`config.mk`:
```
export PLATFORM = sky130hd
export DESIGN_NAME = bram_req_ctrl
export DESIGN_NICKNAME = d
export VERILOG_FILES = /design/src/rtl/bram_req_ctrl.sv
export SDC_FILE = /design/constraint.sdc
export NUM_CORES = 1
export LEC_CHECK = 0
export ABC_AREA = 1
export CORE_UTILIZATION = 43
export CTS_CLUSTER_DIAMETER = 60
export DETAILED_ROUTE_END_ITERATION = 7
export GPL_ROUTABILITY_DRIVEN = 0
export GPL_TIMING_DRIVEN = 0
export PLACE_DENSITY = 0.76
export SETUP_SLACK_MARGIN = 0.2
export SLEW_MARGIN = 15
export SYNTH_ARGS = -nofsm -noshare
export SYNTH_HDL_FRONTEND = slang
export SYNTH_SLANG_ARGS = --single-unit
```
`constraint.sdc`:
```
create_clock -name CLK -period 6.1 [get_ports CLK]
set_input_delay 1.525 -clock CLK [delete_from_list [all_inputs] [get_ports CLK]]
set_output_delay 1.525 -clock CLK [all_outputs]
set_load 0.03 [all_outputs]
```
`src/rtl/bram_req_ctrl.sv`:
```
// Read/write request front-end for a single-port-read BRAM with a 2-entry response FIFO.
// Reads that collide with a same-cycle write get the written bytes merged into the response.
module bram_req_ctrl #(
    parameter int INNER_WIDTH = 32,
    parameter int OUTER_WIDTH = 32
) (
    input  logic                           CLK,
    input  logic                           RST,
    input  logic                           rd_req_valid,
    output logic                           rd_req_ready,
    input  logic [$clog2(OUTER_WIDTH)-1:0] rd_req_index,
    output logic                           rd_resp_valid,
    input  logic                           rd_resp_ready,
    output logic [INNER_WIDTH-1:0]         rd_resp_data,
    input  logic                           wr_req_valid,
    input  logic [INNER_WIDTH/8-1:0]       wr_req_byte_en,
    input  logic [$clog2(OUTER_WIDTH)-1:0] wr_req_index,
    input  logic [INNER_WIDTH-1:0]         wr_req_data,
    output logic                           bram_ren,
    output logic [$clog2(OUTER_WIDTH)-1:0] bram_rindex,
    input  logic [INNER_WIDTH-1:0]         bram_rdata,
    output logic [INNER_WIDTH/8-1:0]       bram_wen_byte,
    output logic [$clog2(OUTER_WIDTH)-1:0] bram_windex,
    output logic [INNER_WIDTH-1:0]         bram_wdata
);

    localparam int BW = INNER_WIDTH / 8;

    logic                   inflight;
    logic [1:0]             count;
    logic                   head;
    logic                   tail;
    logic [BW-1:0]          merge_mask;
    logic [INNER_WIDTH-1:0] merge_data;
    logic [INNER_WIDTH-1:0] fifo_mem [2];

    logic                   collide;
    logic                   head_valid;
    logic                   bypass;
    logic                   push;
    logic                   pop;
    logic [1:0]             occupancy;
    logic [INNER_WIDTH-1:0] merged_data;

    assign bram_wen_byte = wr_req_valid ? wr_req_byte_en : '0;
    assign bram_windex   = wr_req_index;
    assign bram_wdata    = wr_req_data;

    // Occupancy counts the slot an inflight read will need, so ready never depends on rd_resp_ready.
    assign occupancy    = count + {1'b0, inflight};
    assign rd_req_ready = (occupancy < 2'd2);
    assign bram_ren     = rd_req_valid && rd_req_ready;
    assign bram_rindex  = rd_req_index;

    assign collide = bram_ren && wr_req_valid && (wr_req_index == rd_req_index);

    always_comb begin
        merged_data = bram_rdata;
        for (int b = 0; b < BW; b++) begin
            if (merge_mask[b]) begin
                merged_data[b*8 +: 8] = merge_data[b*8 +: 8];
            end
        end
    end

    assign head_valid    = (count != 2'd0);
    assign rd_resp_valid = head_valid || inflight;
    assign rd_resp_data  = head_valid ? fifo_mem[head] : merged_data;

    assign bypass = inflight && !head_valid && rd_resp_ready;
    assign push   = inflight && !bypass;
    assign pop    = head_valid && rd_resp_ready;

    always_ff @(posedge CLK or posedge RST) begin
        if (RST) begin
            inflight   <= 1'b0;
            count      <= 2'd0;
            head       <= 1'b0;
            tail       <= 1'b0;
            merge_mask <= '0;
        end else begin
            inflight <= bram_ren;
            if (bram_ren) begin
                merge_mask <= collide ? wr_req_byte_en : '0;
            end
            if (push) begin
                tail <= ~tail;
            end
            if (pop) begin
                head <= ~head;
            end
            case ({push, pop})
                2'b10:   count <= count + 2'd1;
                2'b01:   count <= count - 2'd1;
                default: count <= count;
            endcase
        end
    end

    // Data-only storage; validity is tracked entirely by the reset control above.
    always_ff @(posedge CLK) begin
        if (bram_ren) begin
            merge_data <= wr_req_data;
        end
        if (push) begin
            fifo_mem[tail] <= merged_data;
        end
    end

endmodule
```
==> summary.txt, run 1 <==
Worst setup path
  – Worst setup SP type: input port
  – Crit path kind: in2out
  – Setup slack, reg-to-reg: 4160 ps
  – Crit. End Element: output pin
  – Worst-path maximum fanout: 39
  – Crit path DAT: 3730 ps
  – Critical Path RT: 4580 ps

Synthesis
  – YS warnings: 0
  – Main area contributors after synthesis: edfxtp_1 (58%), nand2_1 (7.5%), buf_4 (7.1%)
  – Net Count, Synth: 556
  – Synth cell types: 29
  – Ys flop type: edfxtp_1
  – Flops & latches, synth: 105
  – Ys async rst share: 8.571%
  – Top cell type's share of synthesized area: 58.06%
  – Area leader, netlist: edfxtp_1
  – Post-synthesis cell count: 472
  – Avg Inst Size Synth: 10.52 sq um
  – Synth Cell Area: 4965 sq um
  – Sequential area share after synthesis: 62.60%
  – Top-count cell post-synth: nand2_1
  – Post-synth EDFFs: 96
  – Synth top cells by count: nand2_1 (99), edfxtp_1 (96), inv_1 (75)

Place
  – I/O Buffers: 163
  – Pre-CTS setup slack: 787.9 ps
  – Post-DP HPWL: 8.916 mm

Global route
  – Total global routing overflow: 0
  – Vias in the first global route: 3792
  – Antenna violations before repair: 0
  – Gr usage total: 20.46%
  – Largest net degree at the start of global routing: 40
  – First-pass GRT wire length: 18.19 mm

Detailed routing
  – DR WL/cell: 14.93 um
  – Initial drt markers: 258
  – Via count normalized by instance count: 4.731
  – Residual DRC: 0
  – DR vias: 3752
  – Final WL: 11.84 mm
  – Drt pass-1 iters: 5
  – Routed Antenna Nets: 0

Clock tree
  – H-tree lvl count: 3
  – TritonCTS clock tree: yes
  – CTS Sinks: 105
  – Clock slew at reported path FFs: 60 ps
  – Clk buf depth: 2
  – Hold_buf cts: 0
  – Worst-Skew Late Latency: 340 ps
  – Post_cts resized: 0
  – Root Buffer: clkbuf_16
  – TritonCTS buffer count: 9
  – Setup bufs post-CTS: 0

Power and ir drop
  – Power Dens Cells: 434.2 nW/um^2
  – Psw: 1.229 mW
  – Leak: 2.939 nW
  – Cell-internal power: 1.865 mW
  – Seq pwr share: 33.2%
  – Clock share of power: 17.5%
  – Net Sw Frac: 39.73%
  – Peak supply drop: 0.0002504 V
  – Comb pwr share: 49.3%

Cells and area
  – Share of cells above drive strength 1: 14.09%
  – Antenna diodes: 0
  – Area Overhead vs Synth: 43.50%
  – Post-layout util: 64.59%
  – Net count reported at finish: 732
  – Number of fill cells: 866

Flow run
  – Max Cap Viol: 0

Run status
  – Run status: finished, final reports clean

STA
  – Setup TNS: 0 ps
  – Unrepaired setup endpoints after global routing: no
  – Final period util: 86.22%
  – Final hold vios: 0
  – Actual slew at the worst max-slew pin: 1101 ps
  – Fmax: 190.1 MHz
  – Slack of the critical path: 840.8 ps
  – Final Setup Violations: 0
  – Slew Limit Fails: 0
  – Fin crit period: 5259 ps
  – Setup Skew: 4.217 ps
  – Relative slew slack: 26.41%

Worst hold path
  – Hold Path Class: reg2reg

Floorplanning
  – Chip Width: 109.5 um
  – Total I/O pin count: 164
  – Row count: 38
  – Core area: 11030 sq um
  – Die Y: 109.5 um
  – Die area: 11980 sq um
  – Initial core utilization: 45.01%
state kept, by name (all words and copies together) (netlist names):
signal,cells
fifo_mem,64
merge_data,32
merge_mask,4
tail,1
head,1
count,2
inflight,1
metal layers:
metal | vias to the layer above | GRT usage (%) | wire [um]
met1 | 1694 | 25.56 | 4800
met2 | 163 | 34.19 | 5838
met4 | 0 | 9.143 | 325
li1 | 1869 | - | -
met3 | 26 | 4.386 | 871
met5 | - | 0 | 0
cell families after synthesis:
logic type      share of synthesized area, %
simple gates                           11.44
compound gates                         9.426
xor+xnor                              0.7058
flops                                  62.60
mux                                   0.6804
fa+ha+maj                             0.2520
buf+inv                                14.89
worst max-delay path, cell delays in order:
cell and delay (ps):
clkdlybuf4s50_1 460, inv_1 60, nor2_4 840, clkdlybuf4s50_1 840
stage by stage:
stage / instance area [sq um] / instances / power [mW] / hold WS, ps
finish: 7124 / 793 / 3.094 / 597.7
global route: 7124 / 793 / 3.250 / 627.4
CTS: 7124 / 793 / 3.117 / 602.6
detailed placement: 6842 / 777 / 2.576 / 590.3
global placement: 6771 / 775 / 2.513 / 543.7
floorplan: 4965 / 472 / 1.940 / 532.5
power by group through the flow:
stage	Sequential, mW	Combinational, mW	Clock, mW
final	1.03	1.53	0.542
after global routing	1.04	1.63	0.578
after CTS	1.03	1.54	0.553
after detailed placement	1.04	1.53	0
after global placement	1.04	1.47	0
after floorplan	1.03	0.908	0
final cells by class:
class,count,area (sq um),area share (%)
plain buffers,62,444.2,6.235
clock buffers,11,252.7,3.548
clock inverters,5,30.03,0.4215
inverters,78,295.3,4.145
multi-input cells,227,1132,15.89
flip-flops and latches,105,3108,43.62
well taps,140,175.2,2.459
repair buffers,165,1687,23.67
worst paths after layout:
path,from,end,cells past startpoint
worst max-delay path,rd_req_valid,bram_ren,4
worst min-delay path,count[0]$_DFFE_PP0P_,count[0]$_DFFE_PP0P_,2
worst max register to register,count[0]$_DFFE_PP0P_,merge_data[29]$_DFFE_PP_,5
min in group asynchronous,RST,head$_DFFE_PP0P_,2
worst min register to register,count[0]$_DFFE_PP0P_,count[0]$_DFFE_PP0P_,2
max in group asynchronous,RST,count[0]$_DFFE_PP0P_,2
placed cells by master (no fill, tap or decap), drive strengths merged:
master,n
clkinvlp,2
o31ai,3
a21oi,14
or2,1
ha,1
xor2,3
xnor2,1
buf,62
o21ai,36
nand4,4
inv,78
clkbuf,13
a31oi,15
edfxtp,96
nand3,2
a22oi,12
clkinv,3
mux2,3
nor2,32
dfrtp,9
clkdlybuf4s50,163
nand2,100
Power figures use the tool's default switching activity.
==> inputs of run 2 (changes only) <==
--- a/config.mk
+++ b/config.mk
@@ -7,11 +7,11 @@
 export LEC_CHECK = 0
 export ABC_AREA = 1
 export CORE_UTILIZATION = 43
+export CTS_BUF_LIST = sky130_fd_sc_hd__clkbuf_2 sky130_fd_sc_hd__clkbuf_4 sky130_fd_sc_hd__clkbuf_8
 export CTS_CLUSTER_DIAMETER = 60
 export DETAILED_ROUTE_END_ITERATION = 7
 export GPL_ROUTABILITY_DRIVEN = 0
-export GPL_TIMING_DRIVEN = 0
-export PLACE_DENSITY = 0.76
+export PLACE_DENSITY = 0.79
 export SETUP_SLACK_MARGIN = 0.2
 export SLEW_MARGIN = 15
 export SYNTH_ARGS = -nofsm -noshare
==> constraint.sdc (replaced) <==
create_clock -name CLK -period 4.42 [get_ports CLK]
set_input_delay 1.105 -clock CLK [delete_from_list [all_inputs] [get_ports CLK]]
set_output_delay 1.105 -clock CLK [all_outputs]
set_load 0.03 [all_outputs]
==> summary.txt, run 2 (same netlist as run 1, synthesis figures left out) <==
Clock tree
  – Hold_buf cts: 0 (unchanged)
  – CTS Sinks: 105 (unchanged)
  – TritonCTS buffer count: 9 (unchanged)
  – H-tree lvl count: 3 (unchanged)
  – Setup bufs post-CTS: 0 (unchanged)
  – TritonCTS clock tree: yes
  – Clock slew at reported path FFs: 100 ps (+40 ps)
  – Post_cts resized: 0 (unchanged)
  – Clk buf depth: 2 (unchanged)
  – Root Buffer: clkbuf_8
  – Worst-Skew Late Latency: 370 ps (+30 ps)

STA
  – Setup TNS: 0 ps (unchanged)
  – Final hold vios: 0 (unchanged)
  – Setup Skew: 17.59 ps (+13.38 ps)
  – Relative slew slack: 34.43% (+8.0 points)
  – Final Setup Violations: 0 (unchanged)
  – Fmax: 249.7 MHz
  – Final period util: 90.62%
  – Fin crit period: 4005 ps
  – Slew Limit Fails: 0 (unchanged)
  – Actual slew at the worst max-slew pin: 981.2 ps (-120.1 ps)
  – Unrepaired setup endpoints after global routing: no

Worst setup path
  – Worst R2R End: count[1]$_DFFE_PP0P_
  – Crit path kind: in2out
  – Worst setup SP type: input port
  – R2R Path Start: count[0]$_DFFE_PP0P_
  – Worst-path maximum fanout: 3 (-92%)
  – Crit. End Element: output pin
  – Critical Path RT: 3310 ps (-1270 ps)
  – Setup slack, reg-to-reg: 2080 ps (-2080 ps)
  – Reg2Reg Depth: 7 (+2)
  – Crit path DAT: 2900 ps (-830 ps)

Place
  – Post-DP Area: 6375 sq um (-6.8%)
  – I/O Buffers: 163 (unchanged)
  – Post-DP HPWL: 7.611 mm (-15%)

Detailed routing
  – Via count normalized by instance count: 4.776 (+0.94%)
  – Initial drt markers: 188 (-27%)
  – Drt pass-1 iters: 4 (-1)
  – Routed Antenna Nets: 0 (unchanged)
  – DR vias: 3496 (-6.8%)
  – Residual DRC: 0 (unchanged)
  – Final WL: 11.02 mm (-6.9%)
  – DR WL/cell: 15.06 um (+0.87%)

Worst hold path
  – WHS Endpoint: fifo_mem[1][21]$_DFFE_PP_
  – Hold Crit Start: merge_data[21]$_DFFE_PP_
  – Hold Path Class: reg2reg
  – Hold path depth: 1 (-1)

Floorplanning
  – Initial core utilization: 45.01% (unchanged)
  – Chip Width: 109.5 um (unchanged)
  – Die Y: 109.5 um (unchanged)
  – Total I/O pin count: 164 (unchanged)
  – Row count: 38 (unchanged)
  – Core area: 11030 sq um (unchanged)
  – Die area: 11980 sq um (unchanged)

Cells and area
  – Most common cell after layout, fill and taps aside: clkdlybuf4s50_1
  – Largest register FFs: 64 (unchanged)
  – Multi-input logic area: 1132 sq um (unchanged)
  – Area Overhead vs Synth: 32.46%
  – Largest regs: fifo_mem x64, merge_data x32, merge_mask x4
  – Antenna diodes: 0 (unchanged)
  – Number of fill cells: 909 (+5.0%)
  – Share of cells above drive strength 1: 5.743% (-8.3 points)
  – Cell area after layout: 6576 sq um (-7.7%)
  – Register with the most flip-flops: fifo_mem
  – Register Area: 3108 sq um (unchanged)
  – Most frequent cells in the layout: clkdlybuf4s50_1 (162), nand2_1 (99), edfxtp_1 (96)
  – Net count reported at finish: 671 (-8.3%)

Global route
  – Vias in the first global route: 3419 (-9.8%)
  – Gr usage total: 18.74% (-1.7 points)
  – Antenna violations before repair: 0 (unchanged)
  – First-pass GRT wire length: 16.68 mm (-8.3%)
  – Largest net degree at the start of global routing: 39 (-2.5%)
  – Total global routing overflow: 0 (unchanged)

Power and ir drop
  – Power Dens Cells: 606.3 nW/um^2 (+40%)
  – Peak supply drop: 0.0003385 V (+35%)
  – Leak: 2.595 nW (-12%)

Flow run
  – Max Cap Viol: 0 (unchanged)

Run status
  – Run status: finished, final reports clean
run 2: cell types whose count changed in the layout (fill, tap and decap cells not counted), sizes merged:
cell           previous run  this run
clkinv                    3         0
clkinvlp                  2         4
buf                      62         4
clkbuf                   13         9
clkdlybuf4s50           163       162
inv                      78        80
bufinv                    0         1
run 2: report_power, final:
| group | internal, mW | total [mW] | switching [mW] |
|---|---|---|---|
| logic | 0.721 | 1.95 | 1.23 |
| clock network | 0.266 | 0.605 | 0.339 |
| registers | 1.35 | 1.43 | 0.0850 |
run 2: worst max path at each step:
stage                               from                  endpoint  slack (ps)  cells after the start
after floorplan            rd_resp_ready  fifo_mem[0][0]$_DFFE_PP_        1350                      3
after global placement    bram_rdata[26]          rd_resp_data[26]         450                      6
after detailed placement  bram_rdata[26]          rd_resp_data[26]         450                      6
after CTS                 bram_rdata[26]          rd_resp_data[26]         440                      6
after global routing      bram_rdata[26]          rd_resp_data[26]         320                      6
final                     bram_rdata[26]          rd_resp_data[26]         410                      6
run 2: through the flow:
step                worst slack (ps)  std cells  total power [mW]  util [%]  hold WS [ps]
floorplan                       1351        472             2.677         -         532.5
global placement               450.7        716             3.381     57.79         573.0
CTS                            445.0        732             4.022     59.62         625.8
global route                   321.6        732             4.193     59.62         646.1
finish                         414.8        732             3.987     59.62         616.5
detailed placement             450.1        716             3.420     57.79         590.5
run 2: layer usage:
metal  track usage (%)  up-vias  share of wire (%)
met5                 0        -                  0
met4             6.571        0                1.2
met3             2.490        9                4.3
met2             34.37      120                 51
met1             22.45     1620                 43
li1                  -     1747                  -
run 2: cell type report:
cell class,count,area share [%]
clock inverter,7,1.180
tap,140,2.664
multi-input combinational,227,17.22
sequential,105,47.26
timing repair buffer,166,25.30
clock buffer,9,1.884
inverter,78,4.490
run 2: worst max-delay path, stage by stage:
cell and delay (ps):
clkdlybuf4s50_1 450, inv_1 30, o21ai_0 370, nand2_1 100, o21ai_0 130, clkdlybuf4s50_1 720
